`config.mk`:
```
export PLATFORM = sky130hd
export DESIGN_NAME = hwpe_stream_sink_job_sequencer
export DESIGN_NICKNAME = d
export VERILOG_FILES = /design/src/rtl/hwpe_stream_package.sv /design/src/rtl/hwpe_stream_job_fifo.sv /design/src/rtl/hwpe_stream_sink_job_sequencer.sv
export SDC_FILE = /design/constraint.sdc
export NUM_CORES = 1
export LEC_CHECK = 0
export ABC_AREA = 1
export CAP_MARGIN = 20
export CORE_MARGIN = 2
export CORE_UTILIZATION = 38
export CTS_CLUSTER_DIAMETER = 150
export DETAILED_ROUTE_END_ITERATION = 12
export PLACE_DENSITY_LB_ADDON = 0.25
export SETUP_SLACK_MARGIN = 0.4
export SLEW_MARGIN = 25
export SYNTH_ARGS = -nofsm -noshare
export SYNTH_HDL_FRONTEND = slang
export SYNTH_HIERARCHICAL = 1
export SYNTH_SLANG_ARGS = --single-unit
export TNS_END_PERCENT = 1
```
`constraint.sdc`:
```
create_clock -name clk_i -period 13.11 [get_ports clk_i]
set_input_delay 1.311 -clock clk_i [delete_from_list [all_inputs] [get_ports clk_i]]
set_output_delay 1.311 -clock clk_i [all_outputs]
set_load 0.03 [all_outputs]
```
`src/rtl/hwpe_stream_package.sv`:
```
`default_nettype none
// ============================================================================
// hwpe_stream_package: shared FSM state and job-record types for the
// streamer job sequencer.  Revision: 1.0
// ============================================================================
package hwpe_stream_package;

  localparam int unsigned JOB_TRANS_WIDTH = 16;

  typedef enum logic [1:0] {
    IDLE  = 2'd0,
    ISSUE = 2'd1,
    RUN   = 2'd2,
    SKIP  = 2'd3
  } job_sequencer_state_t;

  typedef struct packed {
    logic [31:0]                base_addr;
    logic [JOB_TRANS_WIDTH-1:0] trans_size;
    logic [15:0]                line_stride;
    logic [JOB_TRANS_WIDTH-1:0] line_length;
  } ctrl_job_t;

endpackage
`default_nettype wire

```
`src/rtl/hwpe_stream_job_fifo.sv`:
```
`default_nettype none
// ============================================================================
// hwpe_stream_job_fifo: register-array FIFO of ctrl_job_t records with
// occupancy count and synchronous soft clear.  Revision: 1.0
// ============================================================================
module hwpe_stream_job_fifo
  import hwpe_stream_package::*;
#(
  parameter int unsigned DEPTH = 4
) (
  input  logic                   clk_i,
  input  logic                   rst_ni,
  input  logic                   clear_i,
  input  logic                   push_i,
  input  ctrl_job_t              data_i,
  input  logic                   pop_i,
  output ctrl_job_t              data_o,
  output logic                   full_o,
  output logic                   empty_o,
  output logic [$clog2(DEPTH):0] count_o
);

  localparam int unsigned AW = $clog2(DEPTH);
  localparam int unsigned CW = AW + 1;
  localparam logic [CW-1:0] FULL_COUNT = CW'(DEPTH);

  ctrl_job_t     mem_q [DEPTH];
  logic [AW-1:0] wr_ptr_q;
  logic [AW-1:0] rd_ptr_q;
  logic [CW-1:0] count_q;
  logic          do_push;
  logic          do_pop;

  assign full_o  = (count_q == FULL_COUNT);
  assign empty_o = (count_q == '0);
  assign do_push = push_i & ~full_o;
  assign do_pop  = pop_i & ~empty_o;
  assign data_o  = mem_q[rd_ptr_q];
  assign count_o = count_q;

  // Pointers wrap naturally because DEPTH is a power of two.
  always_ff @(posedge clk_i) begin
    if (!rst_ni || clear_i) begin
      wr_ptr_q <= '0;
      rd_ptr_q <= '0;
      count_q  <= '0;
    end else begin
      if (do_push) wr_ptr_q <= wr_ptr_q + 1'b1;
      if (do_pop)  rd_ptr_q <= rd_ptr_q + 1'b1;
      case ({do_push, do_pop})
        2'b10:   count_q <= count_q + 1'b1;
        2'b01:   count_q <= count_q - 1'b1;
        default: count_q <= count_q;
      endcase
    end
  end

  always_ff @(posedge clk_i) begin
    if (do_push) mem_q[wr_ptr_q] <= data_i;
  end

endmodule
`default_nettype wire

```
`src/rtl/hwpe_stream_sink_job_sequencer.sv`:
```
`default_nettype none
// ============================================================================
// hwpe_stream_sink_job_sequencer: queues streamer jobs and runs them one at a
// time (config, start, wait done, retire) with a done-watchdog.  Revision: 1.0
// ============================================================================
module hwpe_stream_sink_job_sequencer
  import hwpe_stream_package::*;
#(
  parameter int unsigned JOB_FIFO_DEPTH = 4,
  parameter int unsigned TRANS_WIDTH    = 16,
  parameter int unsigned CNT_WIDTH      = 16,
  parameter int unsigned TIMEOUT_CYCLES = 0
) (
  input  logic                              clk_i,
  input  logic                              rst_ni,
  input  logic                              clear_i,
  input  logic                              job_valid_i,
  output logic                              job_ready_o,
  input  logic [31:0]                       job_base_addr_i,
  input  logic [TRANS_WIDTH-1:0]            job_trans_size_i,
  input  logic [15:0]                       job_line_stride_i,
  input  logic [TRANS_WIDTH-1:0]            job_line_length_i,
  output logic [31:0]                       base_addr_o,
  output logic [TRANS_WIDTH-1:0]            trans_size_o,
  output logic [15:0]                       line_stride_o,
  output logic [TRANS_WIDTH-1:0]            line_length_o,
  output logic                              req_start_o,
  input  logic                              ready_start_i,
  input  logic                              done_i,
  output logic                              evt_done_o,
  output logic                              busy_o,
  output logic [$clog2(JOB_FIFO_DEPTH):0]   jobs_pending_o,
  output logic [CNT_WIDTH-1:0]              jobs_done_o,
  output logic                              error_o
);

  ctrl_job_t            job_in;
  ctrl_job_t            job_head;
  logic                 fifo_push;
  logic                 fifo_pop;
  logic                 fifo_full;
  logic                 fifo_empty;
  job_sequencer_state_t state_q, state_d;
  logic                 evt_done_q;
  logic [CNT_WIDTH-1:0] jobs_done_q;

  // The queue stores fields at the package width; TRANS_WIDTH up to that width.
  assign job_in = '{
    base_addr:   job_base_addr_i,
    trans_size:  JOB_TRANS_WIDTH'(job_trans_size_i),
    line_stride: job_line_stride_i,
    line_length: JOB_TRANS_WIDTH'(job_line_length_i)
  };

  assign fifo_push   = job_valid_i & ~fifo_full;
  assign job_ready_o = ~fifo_full;

  hwpe_stream_job_fifo #(
    .DEPTH (JOB_FIFO_DEPTH)
  ) i_job_fifo (
    .clk_i   (clk_i),
    .rst_ni  (rst_ni),
    .clear_i (clear_i),
    .push_i  (fifo_push),
    .data_i  (job_in),
    .pop_i   (fifo_pop),
    .data_o  (job_head),
    .full_o  (fifo_full),
    .empty_o (fifo_empty),
    .count_o (jobs_pending_o)
  );

  assign base_addr_o   = fifo_empty ? '0 : job_head.base_addr;
  assign trans_size_o  = fifo_empty ? '0 : TRANS_WIDTH'(job_head.trans_size);
  assign line_stride_o = fifo_empty ? '0 : job_head.line_stride;
  assign line_length_o = fifo_empty ? '0 : TRANS_WIDTH'(job_head.line_length);

  // IDLE also looks at a job being pushed into an empty queue so the start
  // request comes out the very next cycle.
  always_comb begin
    state_d     = state_q;
    req_start_o = 1'b0;
    fifo_pop    = 1'b0;
    case (state_q)
      IDLE: begin
        if (!fifo_empty) begin
          state_d = (job_head.trans_size == '0) ? SKIP : ISSUE;
        end else if (fifo_push) begin
          state_d = (job_in.trans_size == '0) ? SKIP : ISSUE;
        end
      end
      ISSUE: begin
        req_start_o = ready_start_i;
        if (ready_start_i) state_d = RUN;
      end
      RUN: begin
        if (done_i) begin
          fifo_pop = 1'b1;
          state_d  = IDLE;
        end
      end
      SKIP: begin
        fifo_pop = 1'b1;
        state_d  = IDLE;
      end
      default: state_d = IDLE;
    endcase
  end

  always_ff @(posedge clk_i) begin
    if (!rst_ni || clear_i) begin
      state_q     <= IDLE;
      evt_done_q  <= 1'b0;
      jobs_done_q <= '0;
    end else begin
      state_q    <= state_d;
      evt_done_q <= fifo_pop;
      if (fifo_pop) jobs_done_q <= jobs_done_q + 1'b1;
    end
  end

  assign evt_done_o  = evt_done_q;
  assign jobs_done_o = jobs_done_q;
  assign busy_o      = (state_q != IDLE) | ~fifo_empty;

  if (TIMEOUT_CYCLES > 0) begin : g_wdog
    localparam int unsigned WD_WIDTH = $clog2(TIMEOUT_CYCLES + 1);
    localparam logic [WD_WIDTH-1:0] WD_LAST = WD_WIDTH'(TIMEOUT_CYCLES - 1);

    logic [WD_WIDTH-1:0] wd_cnt_q;
    logic                error_q;

    // wd_cnt_q counts RUN cycles already elapsed; it saturates at the last one.
    always_ff @(posedge clk_i) begin
      if (!rst_ni || clear_i) begin
        wd_cnt_q <= '0;
        error_q  <= 1'b0;
      end else if (state_q == ISSUE && ready_start_i) begin
        wd_cnt_q <= '0;
      end else if (state_q == RUN) begin
        if (wd_cnt_q == WD_LAST) begin
          if (!done_i) error_q <= 1'b1;
        end else begin
          wd_cnt_q <= wd_cnt_q + 1'b1;
        end
      end
    end

    assign error_o = error_q;
  end else begin : g_no_wdog
    assign error_o = 1'b0;
  end

endmodule
`default_nettype wire

```
* Word level (Yosys, flattened, before mapping)
Memory sizes are Yosys's and may differ from the RTL's. A register that Yosys moved wholly into a read port is not among the register bits.
Cells that the tools add are included.
** Word-level totals
- Register bits after elaboration :: 26
- Bits in writable memories :: 320
- Bits of input ports :: 86
- Output and inout bits :: 104
- Word-level logic and storage cells :: 55
- Memories kept :: 1
** Cells by class
- Add/subtract/negate cells :: 5
- Equal/unequal tests :: 9
- Multiplexer cells :: 19
- Bitwise logic cells :: 6
- Reduce and logical (&&, ||, !) cells :: 9
** Memory list
- i_job_fifo.mem_q :: depth 4, bits a word 80, rd ports 1, clocked after Yosys merged registers in 1, write ports 1, line hwpe_stream_job_fifo.sv:27 : ctrl_job_t mem_q [DEPTH];
** Operator list (number)
- 16-bit 2-to-1 mux :: 3
- 16-bit logical NOT :: 2
- 32-bit 2-to-1 mux :: 1
- 16-bit by 1-bit adder with 16-bit output (second input constant) :: 1
- 2-bit 2-to-1 mux :: 8
- 2-bit one-hot mux with 4 select lines :: 1
- 2-bit equality test (second input constant) :: 3
- 3-bit one-hot mux with 2 select lines :: 1
- 2-bit by 1-bit adder with 2-bit output (second input constant) :: 2
- 2-bit by 1-bit equality test with 1-bit output (second input constant) :: 2
- 1-bit 2-to-1 mux :: 4
- 2-bit != test (second input constant) :: 2
- 2-bit nonzero test :: 2
- 3-bit by 1-bit adder with 3-bit output (second input constant) :: 1
- 1-bit bitwise AND :: 3
- 3-bit equality test (second input constant) :: 1
- 3-bit logical NOT :: 1
- 3-bit by 2-bit != test with 1-bit output (second input constant) :: 1
- 3-bit AND reduction :: 1
- 3-bit by 1-bit subtractor with 3-bit output (second input constant) :: 1
- 2-bit logical NOT :: 1
- 1-bit inverter :: 2
- 1-bit one-hot mux with 2 select lines :: 1
- 1-bit logical NOT :: 1
- 2 further kinds :: 2

* Logic depth before layout (Yosys ltp)
- Word-level depth :: 6
- Depth in mapped cells :: 16
- Depth with buffers taken out :: 16

* Hierarchy
The synthesis kept the hierarchy.
** Modules (own cells, without submodules)
- hwpe_stream_job_fifo :: times used 1, cells each 847, area an instance 12316.8 um^2, seq. area each 9789.4 um^2
- hwpe_stream_sink_job_sequencer :: times used 1, cells each 331, area an instance 1721.7 um^2, seq. area each 380.4 um^2

* Worst setup path after synthesis
Ideal clock, no wire load.
- Path kind :: input port to flip-flop
- Start point :: in job_valid_i
- End point :: mem i_job_fifo/mem_q[0][0] (netlist name), enable pin
- Setup time :: 0.519 ns
- Arrival time :: 4.954 ns
- Slack :: 7.636 ns
- Cell stages on the path :: 4
- Buffers on the path :: 0
- Cells stage by stage :: nand2_1 -> inv_1 -> nand2_1 -> nor2_1
** Between the ends
- Word-level cells in the longest chain between the ends :: 4
** Ends and longest elaborated chain
- start, declared :: line hwpe_stream_sink_job_sequencer.sv:17 : input logic job_valid_i,
- 1-bit bitwise AND :: line hwpe_stream_sink_job_sequencer.sv:55 : assign fifo_push = job_valid_i & ~fifo_full;
- via fifo_push :: line hwpe_stream_sink_job_sequencer.sv:39 : logic fifo_push;
- 1-bit bitwise AND :: line hwpe_stream_job_fifo.sv:36 : assign do_push = push_i & ~full_o;
- 1-bit 2-to-1 mux :: line hwpe_stream_job_fifo.sv:59 : if (do_push) mem_q[wr_ptr_q] <= data_i;
- 1-bit 2-to-1 mux (not written as such) :: line hwpe_stream_job_fifo.sv:59
- end, declared :: line hwpe_stream_job_fifo.sv:27
The timed path passes the listed nets, and every way through them passes these cells.

==> metrics <==
switching share of power 0.2079; power density cells ~140 nW/um^2; Root Driver clkbuf_16; Avg Cell Area, Syn between 10 and 15 um^2; sequential fraction of the synthesis area 0.7244; Final GP Congestion about 0.77; I/O pin count 190; synthesized instance count 1178; syn nets 1271; routed vias/inst 4.951; area leader, netlist edfxtp_1; P&R area growth vs syn 24.03%; vias in the first global route 8858; HP Class flip-flop to flip-flop; post-layout min period about 5000 ps; worst-path cell chain inv_6, buf_4, o21ai_0, o22ai_1, inv_1, nor2_1, clkdlybuf4s50_1; All-Layer GR Usage 0.1646; die height 196.2 um; Sw Pwr 495.1 uW; worst-margin pin slew 933.4 ps; Clock Latency Late Sink roughly 500 ps; final-report hold violation count 0; CP arrival 3840 ps; Reg power frac 0.523; H-Tree Depth 2; Setup Skew 16.10 ps; placed wire-length estimate 18950 um; Tot Pwr 2382 uW; Worst VDD drop 65.63 uV; starting density of the core 0.3844; synthesized area 14040 um^2; initial antenna violation count 1; DRC viols 0; pin count of the biggest net entering global routing 93; crit path launch type flip-flop; max cap viols 0; relative slew slack 0.3778; Post-synth EDFFs 320; Final Cell Area 17410 um^2; TritonCTS buffer count 36; max frequency around 0.19 GHz; Layout Nets 1446; TritonCTS clock tree done; status finished clean; # hold bufs at CTS 0; Period Utilization, post-route 0.3929; Post-synth ARST share 0; Die X 196.2 um; core area 36520 um^2; CTS Buffer Depth 3; internal power 1887 uW; via count 9140; first-pass GRT wire length 49130 um; # diodes 0; power share of the clock group 0.409; post-cts resize count 0; Synth Flop Type edfxtp_1; main area contributors after synthesis edfxtp_1 68%, nor2_1 7.4%, o21ai_0 5.6%, dfxtp_1 4.0%, o22ai_1 3.6%; crit path kind flip-flop to output port; routed wire length 32060 um; drt wl/cell 17.37 um; CP max stage cell buf_4; Area after DPL ~16000 um^2; Buffers on Ports around 190; Yosys reg bits between 300 and 400; number of setup buffers added after CTS 0; Synth cell types 34; Iteration-0 DRC Markers 595; Leak about 0.0062 uW; final number of setup-violating endpoints 0; Synth top cells by count 320 x edfxtp_1, 276 x nor2_1, 158 x o21ai_0; layout cells sized above 1 0.05951; most frequent cell after synthesis edfxtp_1; Post-DRT Antenna Nets 0; Worst R2R Setup Slack 9960 ps; Pre-Repair DR Iteration Count 7; critical path required time 11800 ps; post-synth top area share 0.6845; Slew Limit Fails 0; Sink Count 348; YS warnings 6; CP max FO 84; Site Rows 70; die area 38500 um^2; grt ovf 0; setup TNS 0 ps; Worst-path clk slew 60 ps; RSZ-0062 raised after global routing no; crit path capture type output port; combinational power share 0.068; slowest cell delay on critical path 780 ps
## worst max-delay path: cells and delay by family (launching register included)
family / cells / cell delay (ps)
compound gates: 2 / 320
buf+inv: 4 / 2080
simple gates: 1 / 250
flops: 1 / 550
## per-stage QoR
step	instances	hold slack, ps	worst slack (ps)	util
CTS	1846	481.7	7958	0.4767
global route	1846	517.8	7707	0.4767
global placement	1783	459.8	8540	0.4458
finish	1846	478.3	7960	0.4767
floorplan	1178	464.1	7636	-
detailed placement	1783	468.4	8519	0.4459
## final cells by class
type                    instances  area [um^2]
well taps                     468        585.6
multi-input cells             642         3072
flip-flops and latches        348        10170
repair buffers                201         1979
clock buffers                  51        988.4
fillers                      3272        19110
clock inverters                12        137.6
inverters                     124        474.2
## cell families (layout without fill, tap and decap cells)
logic type / count (synthesis) / in the layout / share of synthesized area
and+or+nand+nor: 363 / 363 / 0.1054
DFF: 348 / 348 / 0.7244
AOI/OAI and AO/OA: 271 / 271 / 0.1040
buffers and inverters: 188 / 388 / 0.05909
adders and majority gates: 7 / 7 / 0.006774
other: 1 / 1 / 0.0002671
## layout by cell type (no fill, tap or decap), drive strengths merged, types with 6 or more instances in the layout
cell and n:
a21oi 20, buf 13, clkbuf 51, clkdlybuf4s50 188, clkinv 9, dfxtp 28, edfxtp 320, ha 6
inv 123, nand2 48, nand3 22, nor2 280, nor3 6, o21ai 169, o22ai 81
## power groups by stage
| stage | Sequential, uW | Clock, uW | Combinational [uW] |
|---|---|---|---|
| global placement | 1270 | 0 | 163 |
| floorplan | 1270 | 0 | 76.6 |
| CTS | 1240 | 999 | 165 |
| global route | 1250 | 1050 | 176 |
| finish | 1240 | 975 | 162 |
| detailed placement | 1270 | 0 | 164 |
## routing by layer
metal,share of wire,GRT usage,vias to the layer above,routed length (um)
met5,0.00041,0,-,13
met4,0.026,0.05163,2,824
met3,0.053,0.03266,53,1685
met2,0.47,0.2687,220,15110
met1,0.45,0.2225,4402,14420
li1,-,-,4463,-
## worst paths after layout
path	from	to	cells after the start
worst max register to register	flip-flop	state_q[1]	10
worst max-delay path	flip-flop	line_length_o[0]	7
worst min-delay path	jobs_done_o[7]	jobs_done_o[7]	2
worst min register to register	jobs_done_o[7]	jobs_done_o[7]	2
## flip-flops by register name (all words and copies together), names as in the netlist, named ones only
register	flops
i_job_fifo/count_o	3
jobs_done_o	16
state_q	2
i_job_fifo/wr_ptr_q	2
i_job_fifo/mem_q	320
evt_done_o	1
i_job_fifo/rd_ptr_q	2
No activity file was read; power rests on OpenSTA's default activity.
